==> src/rtl/timer_ctrl.sv <==
// timer_ctrl: debounces the start/stop, clear and lap pads, sequences the
// IDLE/RUN/PAUSE/LAP run state, gates the prescaled count tick and the clear
// pulse into the timer counter, and scans the four seven-segment digits.
// Optional feature macro: TIMER_CTRL_LAP_EN (LAP state and hold output).
module timer_ctrl #(
    parameter int TICK_DIV     = 10000,
    parameter int DEBOUNCE_CYC = 16,
    parameter int SCAN_DIV     = 256
) (
    input  logic       wb_clk_i,
    input  logic       wb_rst_i,
    input  logic       btn_start_stop,
    input  logic       btn_clear,
    input  logic       btn_lap,
    output logic       cnt_en,
    output logic       cnt_clr,
    output logic       hold,
    output logic [1:0] digit_sel,
    output logic [3:0] digit_en,
    output logic [1:0] state_o
);

`ifdef TIMER_CTRL_LAP_EN
    localparam int NB = 3;
`else
    localparam int NB = 2;
`endif

    localparam int PW = (TICK_DIV > 1) ? $clog2(TICK_DIV) : 1;
    localparam int DW = (DEBOUNCE_CYC > 1) ? $clog2(DEBOUNCE_CYC) : 1;
    localparam int SW = (SCAN_DIV > 1) ? $clog2(SCAN_DIV) : 1;
    localparam logic [PW-1:0] PRESC_MAX = PW'(TICK_DIV - 1);
    localparam logic [DW-1:0] DEB_MAX   = DW'(DEBOUNCE_CYC - 1);
    localparam logic [SW-1:0] SCAN_MAX  = SW'(SCAN_DIV - 1);

    typedef enum logic [1:0] {
        IDLE  = 2'd0,
        RUN   = 2'd1,
        PAUSE = 2'd2,
        LAP   = 2'd3
    } state_t;

    state_t        state;
    logic [NB-1:0] raw;
    logic [NB-1:0] sync1;
    logic [NB-1:0] sync2;
    logic [NB-1:0] acc;
    logic [NB-1:0] acc_q;
    logic [NB-1:0] press;
    logic [DW-1:0] db_cnt [NB];
    logic [PW-1:0] presc;
    logic [SW-1:0] scan_cnt;
    logic          ev_ss;
    logic          ev_clr;
    logic          ev_lap;

    // Button bit order: 0 = start/stop, 1 = clear, 2 = lap (when present).
`ifdef TIMER_CTRL_LAP_EN
    assign raw    = {btn_lap, btn_clear, btn_start_stop};
    assign ev_lap = press[2];
`else
    logic unused_lap;
    assign unused_lap = btn_lap;
    assign raw        = {btn_clear, btn_start_stop};
    assign ev_lap     = 1'b0;
    assign hold       = 1'b0;
`endif

    assign ev_ss   = press[0];
    assign ev_clr  = press[1];
    assign state_o = state;

    // Two-flop synchronizers bring the asynchronous pads into the clock domain.
    always_ff @(posedge wb_clk_i or posedge wb_rst_i) begin
        if (wb_rst_i) begin
            sync1 <= '0;
            sync2 <= '0;
        end else begin
            sync1 <= raw;
            sync2 <= sync1;
        end
    end

    // Debounce: accept a new level after DEBOUNCE_CYC consecutive differing samples; register rising-edge press events.
    always_ff @(posedge wb_clk_i or posedge wb_rst_i) begin
        if (wb_rst_i) begin
            acc   <= '0;
            acc_q <= '0;
            press <= '0;
            for (int i = 0; i < NB; i++) begin
                db_cnt[i] <= '0;
            end
        end else begin
            acc_q <= acc;
            press <= acc & ~acc_q;
            for (int i = 0; i < NB; i++) begin
                if (sync2[i] == acc[i]) begin
                    db_cnt[i] <= '0;
                end else if (db_cnt[i] == DEB_MAX) begin
                    acc[i]    <= sync2[i];
                    db_cnt[i] <= '0;
                end else begin
                    db_cnt[i] <= db_cnt[i] + DW'(1);
                end
            end
        end
    end

    // Run-state machine; clear beats start/stop beats lap, one transition per cycle.
    always_ff @(posedge wb_clk_i or posedge wb_rst_i) begin
        if (wb_rst_i) begin
            state   <= IDLE;
            cnt_clr <= 1'b0;
`ifdef TIMER_CTRL_LAP_EN
            hold    <= 1'b0;
`endif
        end else begin
            cnt_clr <= 1'b0;
            case (state)
                IDLE: begin
                    if (ev_clr) begin
                        cnt_clr <= 1'b1;
                    end else if (ev_ss) begin
                        state <= RUN;
                    end
                end
                RUN: begin
                    if (ev_ss) begin
                        state <= PAUSE;
                    end else if (ev_lap) begin
                        state <= LAP;
`ifdef TIMER_CTRL_LAP_EN
                        hold  <= 1'b1;
`endif
                    end
                end
                LAP: begin
                    if (ev_ss) begin
                        state <= PAUSE;
                    end else if (ev_lap) begin
                        state <= RUN;
                    end
`ifdef TIMER_CTRL_LAP_EN
                    if (ev_ss || ev_lap) begin
                        hold <= 1'b0;
                    end
`endif
                end
                PAUSE: begin
                    if (ev_clr) begin
                        state   <= IDLE;
                        cnt_clr <= 1'b1;
                    end else if (ev_ss) begin
                        state <= RUN;
                    end
                end
                default: state <= IDLE;
            endcase
        end
    end

    // Prescaler: counts while running, holds in PAUSE, zero in IDLE; wrap gives a registered tick.
    always_ff @(posedge wb_clk_i or posedge wb_rst_i) begin
        if (wb_rst_i) begin
            presc  <= '0;
            cnt_en <= 1'b0;
        end else begin
            cnt_en <= 1'b0;
            if (state == RUN || state == LAP) begin
                if (presc == PRESC_MAX) begin
                    presc  <= '0;
                    cnt_en <= 1'b1;
                end else begin
                    presc <= presc + PW'(1);
                end
            end else if (state == IDLE) begin
                presc <= '0;
            end
        end
    end

    // Digit scan: advance the selected digit every SCAN_DIV cycles, enable decoded alongside.
    always_ff @(posedge wb_clk_i or posedge wb_rst_i) begin
        if (wb_rst_i) begin
            scan_cnt  <= '0;
            digit_sel <= 2'd0;
            digit_en  <= 4'b0001;
        end else if (scan_cnt == SCAN_MAX) begin
            scan_cnt  <= '0;
            digit_sel <= digit_sel + 2'd1;
            digit_en  <= 4'b0001 << (digit_sel + 2'd1);
        end else begin
            scan_cnt <= scan_cnt + SW'(1);
        end
    end

endmodule

==> config.mk <==
export PLATFORM = sky130hd
export DESIGN_NAME = timer_ctrl
export DESIGN_NICKNAME = d
export VERILOG_FILES = /design/src/rtl/timer_ctrl.sv
export SDC_FILE = /design/constraint.sdc
export NUM_CORES = 1
export LEC_CHECK = 0
export CORE_MARGIN = 8
export CORE_UTILIZATION = 25
export CTS_CLUSTER_DIAMETER = 100
export DETAILED_ROUTE_END_ITERATION = 10
export DONT_BUFFER_PORTS = 1
export SLEW_MARGIN = 40
export SYNTH_ARGS = -nofsm -noshare
export SYNTH_HDL_FRONTEND = slang
export SYNTH_SLANG_ARGS = --single-unit
==> constraint.sdc <==
create_clock -name wb_clk_i -period 2.9 [get_ports wb_clk_i]
set_input_delay 0.435 -clock wb_clk_i [delete_from_list [all_inputs] [get_ports wb_clk_i]]
set_output_delay 0.435 -clock wb_clk_i [all_outputs]
set_load 0.02 [all_outputs]
# Word level (Yosys, flattened, before mapping)
# Index checks and enable logic that the tools add are counted.
# totals
reg_bits	50
latchBits	0
ramBits	0
romBits	0
input_bits	5
output_inout_bits	11
elab_cells	61
n_memories	0
# classes
add_sub_neg	5
n_mul	0
n_div	0
order_cmp	0
n_eq_ne	11
shifts	1
mux	17
bitwise	4
n_reduce_logical	8
# ops
cell	count
$mux 14	3
$mux 4	4
$add 14x1->14 const B	1
$eq 14x14->1 const B	1
$add 4x1->4 const B	2
$add 8x1->8 const B	1
$eq 4x4->1 const B	2
$eq 8x8->1 const B	1
$mux 2	4
$mux 8	1
$pmux 2 s3	1
$reduce_and 2->1	3
$eq 2x2->1 const B	2
$mux 1	4
$reduce_or 2->1	2
$shl 1x2->4 const A	1
$add 2x1->2 const B	1
$and 2x2->2	1
$eq 1x1->1	2
$eq 2x1->1 const B	1
$logic_not 2->1	1
$ne 2x1->1 const B	1
$ne 2x2->1 const B	1
$not 1->1	2
3 further kinds	3

# Longest topological paths before layout
# depth
word_depth	4
mapped_depth	6

# Worst setup path after synthesis
# No wires, ideal clock.
# synth_timing
path_kind	flip-flop to flip-flop
startpoint	reg presc[6]
endpoint	reg presc[1]
arrival_ns	1.745
required_time_ns	2.779
slack_ns	1.034
path_stages_with_launch	5
path_buffers	1
synth_period_minus_slack_ns	1.866
cell_sequence	dfrtp_1 or4b_4 o41a_1 buf_6 a22o_1
# synth_via
elab_chain_len	3
# synth_rtl
item	line_no	rtl
start, declared	51	logic [PW-1:0] presc;
start signal, assigned	174	presc <= presc + PW'(1);
$eq 14x14->1	170	if (presc == PRESC_MAX) begin
$mux 14	170	
$mux 14	169	if (state == RUN || state == LAP) begin
# Every way passes these cells.
# A chain may end at the register's enable or synchronous reset.

# Worst setup path after layout
# layout_timing
startpoint	reg presc[6]
endpoint	reg presc[10]
# layout_via
elab_chain_len	3
word_cells_on_any_way	4
classes_between	1 x add/sub; 1 x eq/ne; 2 x mux
# layout_rtl
item	line_no
$add 14x1->14 / $eq 14x14->1 (equally long branches)	174, 170
$mux 14 (*)	170
$mux 14 (*)	169
# Every way passes the cells marked *; elsewhere a longest branch is shown, timed or not.

==> impl_results.md <==
- Core area: 8680 sq um
- Status: complete, no violations
- Gpl congestion: 0.753
- Unrepaired setup endpoints after global routing: no
- Post-DP HPWL: 2520 um
- CTS hold repair buffers: 0
- Post-cts resize count: 0
- Global Route Usage Sum: 6.18%
- Dominant synthesized flop cell: dfrtp_1
- Initial antenna violation count: 0
- Pwr Total: 1.16 mW
- H-tree levels: 2
- Worst Hold Class: primary input to async pin
- Total grt overflow: 0
- Synthesized instance count: approximately 190
- Final period util: 70.6%
- First-pass GRT wire length: 6290 um
- Largest net degree at the start of global routing: 51
- Top Ports: 16
- Ant. Diodes: 0
- Drt initial violations: 43
- Peak VDD IR: 0.358 mV
- Min cycle time layout: a little over 2 ns
- Hold WS: 0.0706 ns
- Filler Cells Inserted: 921
- Slew headroom: 55.0%
- Number of buffers created by CTS: 5
- CP Class: flip-flop to flip-flop
- Max Root-Sink Buffers: 2
- Cell row count: 34
- Yosys warning count: 0
- Post-route ant nets: 0
- Die width: 111 um
- Clock sink count: 50
- Die Footprint: 12200 sq um
- Die Y: between 100 and 150 um
- Cell with the largest stage delay on the worst path: o41a_1
- Achievable Freq: 489 MHz
- Nets: 206
- Yosys reg bits: 50
- WL final: roughly 3700 um
- Worst Tran Pin Value: 0.674 ns
- Root Buffer: clkbuf_8
- Crit end category: flip-flop
- P per Cell Area: 479 nW/um^2
- Pleak: 1.08 nW
- Starting Density: 25.7%
- WP data required: 3.08 ns
- Ratio of cells with drive above 1 in the final layout: 6.22%
- Routed len/inst: about 12 um
- Router iterations before antenna repair: 4
- Synth async-reset ratio: 100%
- Sequential area share after synthesis: 56.1%
- Number of max-slew violations in the final report: 0
- Clock latency on the worst-skew pair: 0.30 ns
- Max Cap Viol: 0
- Final cell count without fillers: 301
- Post-CTS setup repair buffer count: 0
- Synth Cell Area: between 2000 and 2500 sq um
- Synth-to-Final Area Change: 8.52%
- CP delay by family, top: compound AO/OA/AOI/OAI gates
- Syn Area/Cell: 11.6 sq um
- CTS clk-pin slew, worst paths: 0.09 ns
- DR vias/cell: 4.72
- PortBufs: 0
- Commonest non-fill, non-tap cells in the layout: 49 x dfrtp_1, 13 x nand3_1, 9 x nand2_1, 9 x nor2_1, 9 x ha_1
- Residual DRC: 0
- Buf/Inv on CP: 0
- CP cell instances: or4b_4, o41a_1, a41oi_1, a31oi_1
- DP Cell Count: approximately 300
- Endpoints failing hold: 0
- Multi-input logic area: 917 sq um
- Final setup TNS: 0 ns
- Crit path max fanout: 14
- Most common cell after layout, fill and taps aside: dfrtp_1
- CP arrival: around 2.2 ns
- Clock skew: approximately 0.0088 ns
- CTS tree: yes
- Worst path max stage delay: 0.58 ns
- Critical path startpoint category: flip-flop
- Vias: 1422
- FF/Latch Area: 1250 sq um
- Syn Nets: 206
- Via count of the first global-routing pass: roughly 1400
- Endpoints failing setup: 0
- Number of flops mapped to enable cells by yosys: 0
- Cell variety after synth: roughly 40
-- flip-flops by register name, summed over array words and instances (netlist names) --
| signal | flops |
|---|---|
| press | 2 |
| digit_sel | 2 |
| cnt_en | 1 |
| cnt_clr | 1 |
| digit_en | 4 |
| sync1 | 2 |
| db_cnt | 8 |
| acc | 2 |
| acc_q | 2 |
| sync2 | 2 |
| state_o | 2 |
| scan_cnt | 8 |
| presc | 14 |
-- area by class of cell --
| type | instances | area share (%) |
|---|---|---|
| clock inverters | 3 | 0.878 |
| flip-flops and latches | 50 | 51.7 |
| multi-input cells | 128 | 37.8 |
| well taps | 108 | 5.58 |
| inverters | 7 | 1.19 |
| clock buffers | 5 | 2.84 |
-- per-layer routing --
| metal | track usage (%) | part of all wire [%] |
|---|---|---|
| met5 | 0 | 0 |
| met4 | 3.60 | 2.1 |
| met3 | 2.44 | 5.4 |
| met2 | 9.42 | 44 |
| met1 | 7.20 | 48 |
-- synthesized netlist by cell type, types with 5 or more instances --
| cell type | number | share of area, % |
|---|---|---|
| mux2_1 | 7 | 3.5 |
| inv_1 | 7 | 1.2 |
| nor2b_1 | 6 | 1.7 |
| ha_1 | 9 | 5.0 |
| nand3_1 | 13 | 2.9 |
| clkbuf_1 | 5 | 0.84 |
| nand2_1 | 9 | 1.5 |
| xnor2_1 | 8 | 3.1 |
| a31oi_1 | 8 | 2.2 |
| nor2_1 | 9 | 1.5 |
| a21oi_1 | 8 | 1.8 |
| dfrtp_1 | 49 | 55 |
-- cell families (layout without fill, tap and decap cells) --
kind of cell	after synthesis	in the layout	share of synthesized area, %
adders and majority gates	9	9	5.04
DFF	50	50	56.1
buffers and inverters	14	15	2.86
other	1	1	0.168
and+or+nand+nor	59	59	14.5
muxes	10	10	4.87
xor gates and xnor gates	12	12	4.71
AOI/OAI and AO/OA	37	37	11.8
-- stage by stage --
step / worst slack [ns] / cell area [sq um] / util, %
5_1_grt: 0.734 / 2420 / 27.9
6_report: 0.854 / 2420 / 27.9
4_1_cts: 0.845 / 2420 / 27.9
3_3_place_gp: 0.874 / 2330 / 26.9
3_5_place_dp: 0.856 / 2330 / 26.9
2_1_floorplan: 1.03 / 2230 / -
-- worst reg2reg max path: stages (launching register included) --
cell and delay, ns:
dfrtp_1 0.45, or4b_4 0.56, o41a_1 0.58, a41oi_1 0.29
a31oi_1 0.06
-- worst paths after layout --
check	from	end	slack, ns	cells past startpoint
setup / recovery	presc[6]	presc[10]	0.85	4
hold / removal	wb_rst_i	digit_en[1]	0.07	1
setup reg to reg	presc[6]	presc[10]	0.85	4
hold reg to reg	sync1[0]	sync2[0]	0.36	0
max in group asynchronous	wb_rst_i	press[0]	2.42	1
min in group wb_clk_i	btn_clear	sync1[1]	0.16	0
-- report_power, final --
part / internal (mW) / switching [mW]
Combinational: 0.0121 / 0.0256
Clock: 0.170 / 0.235
Sequential: 0.707 / 0.0116
(Power assumes the default switching activity.)
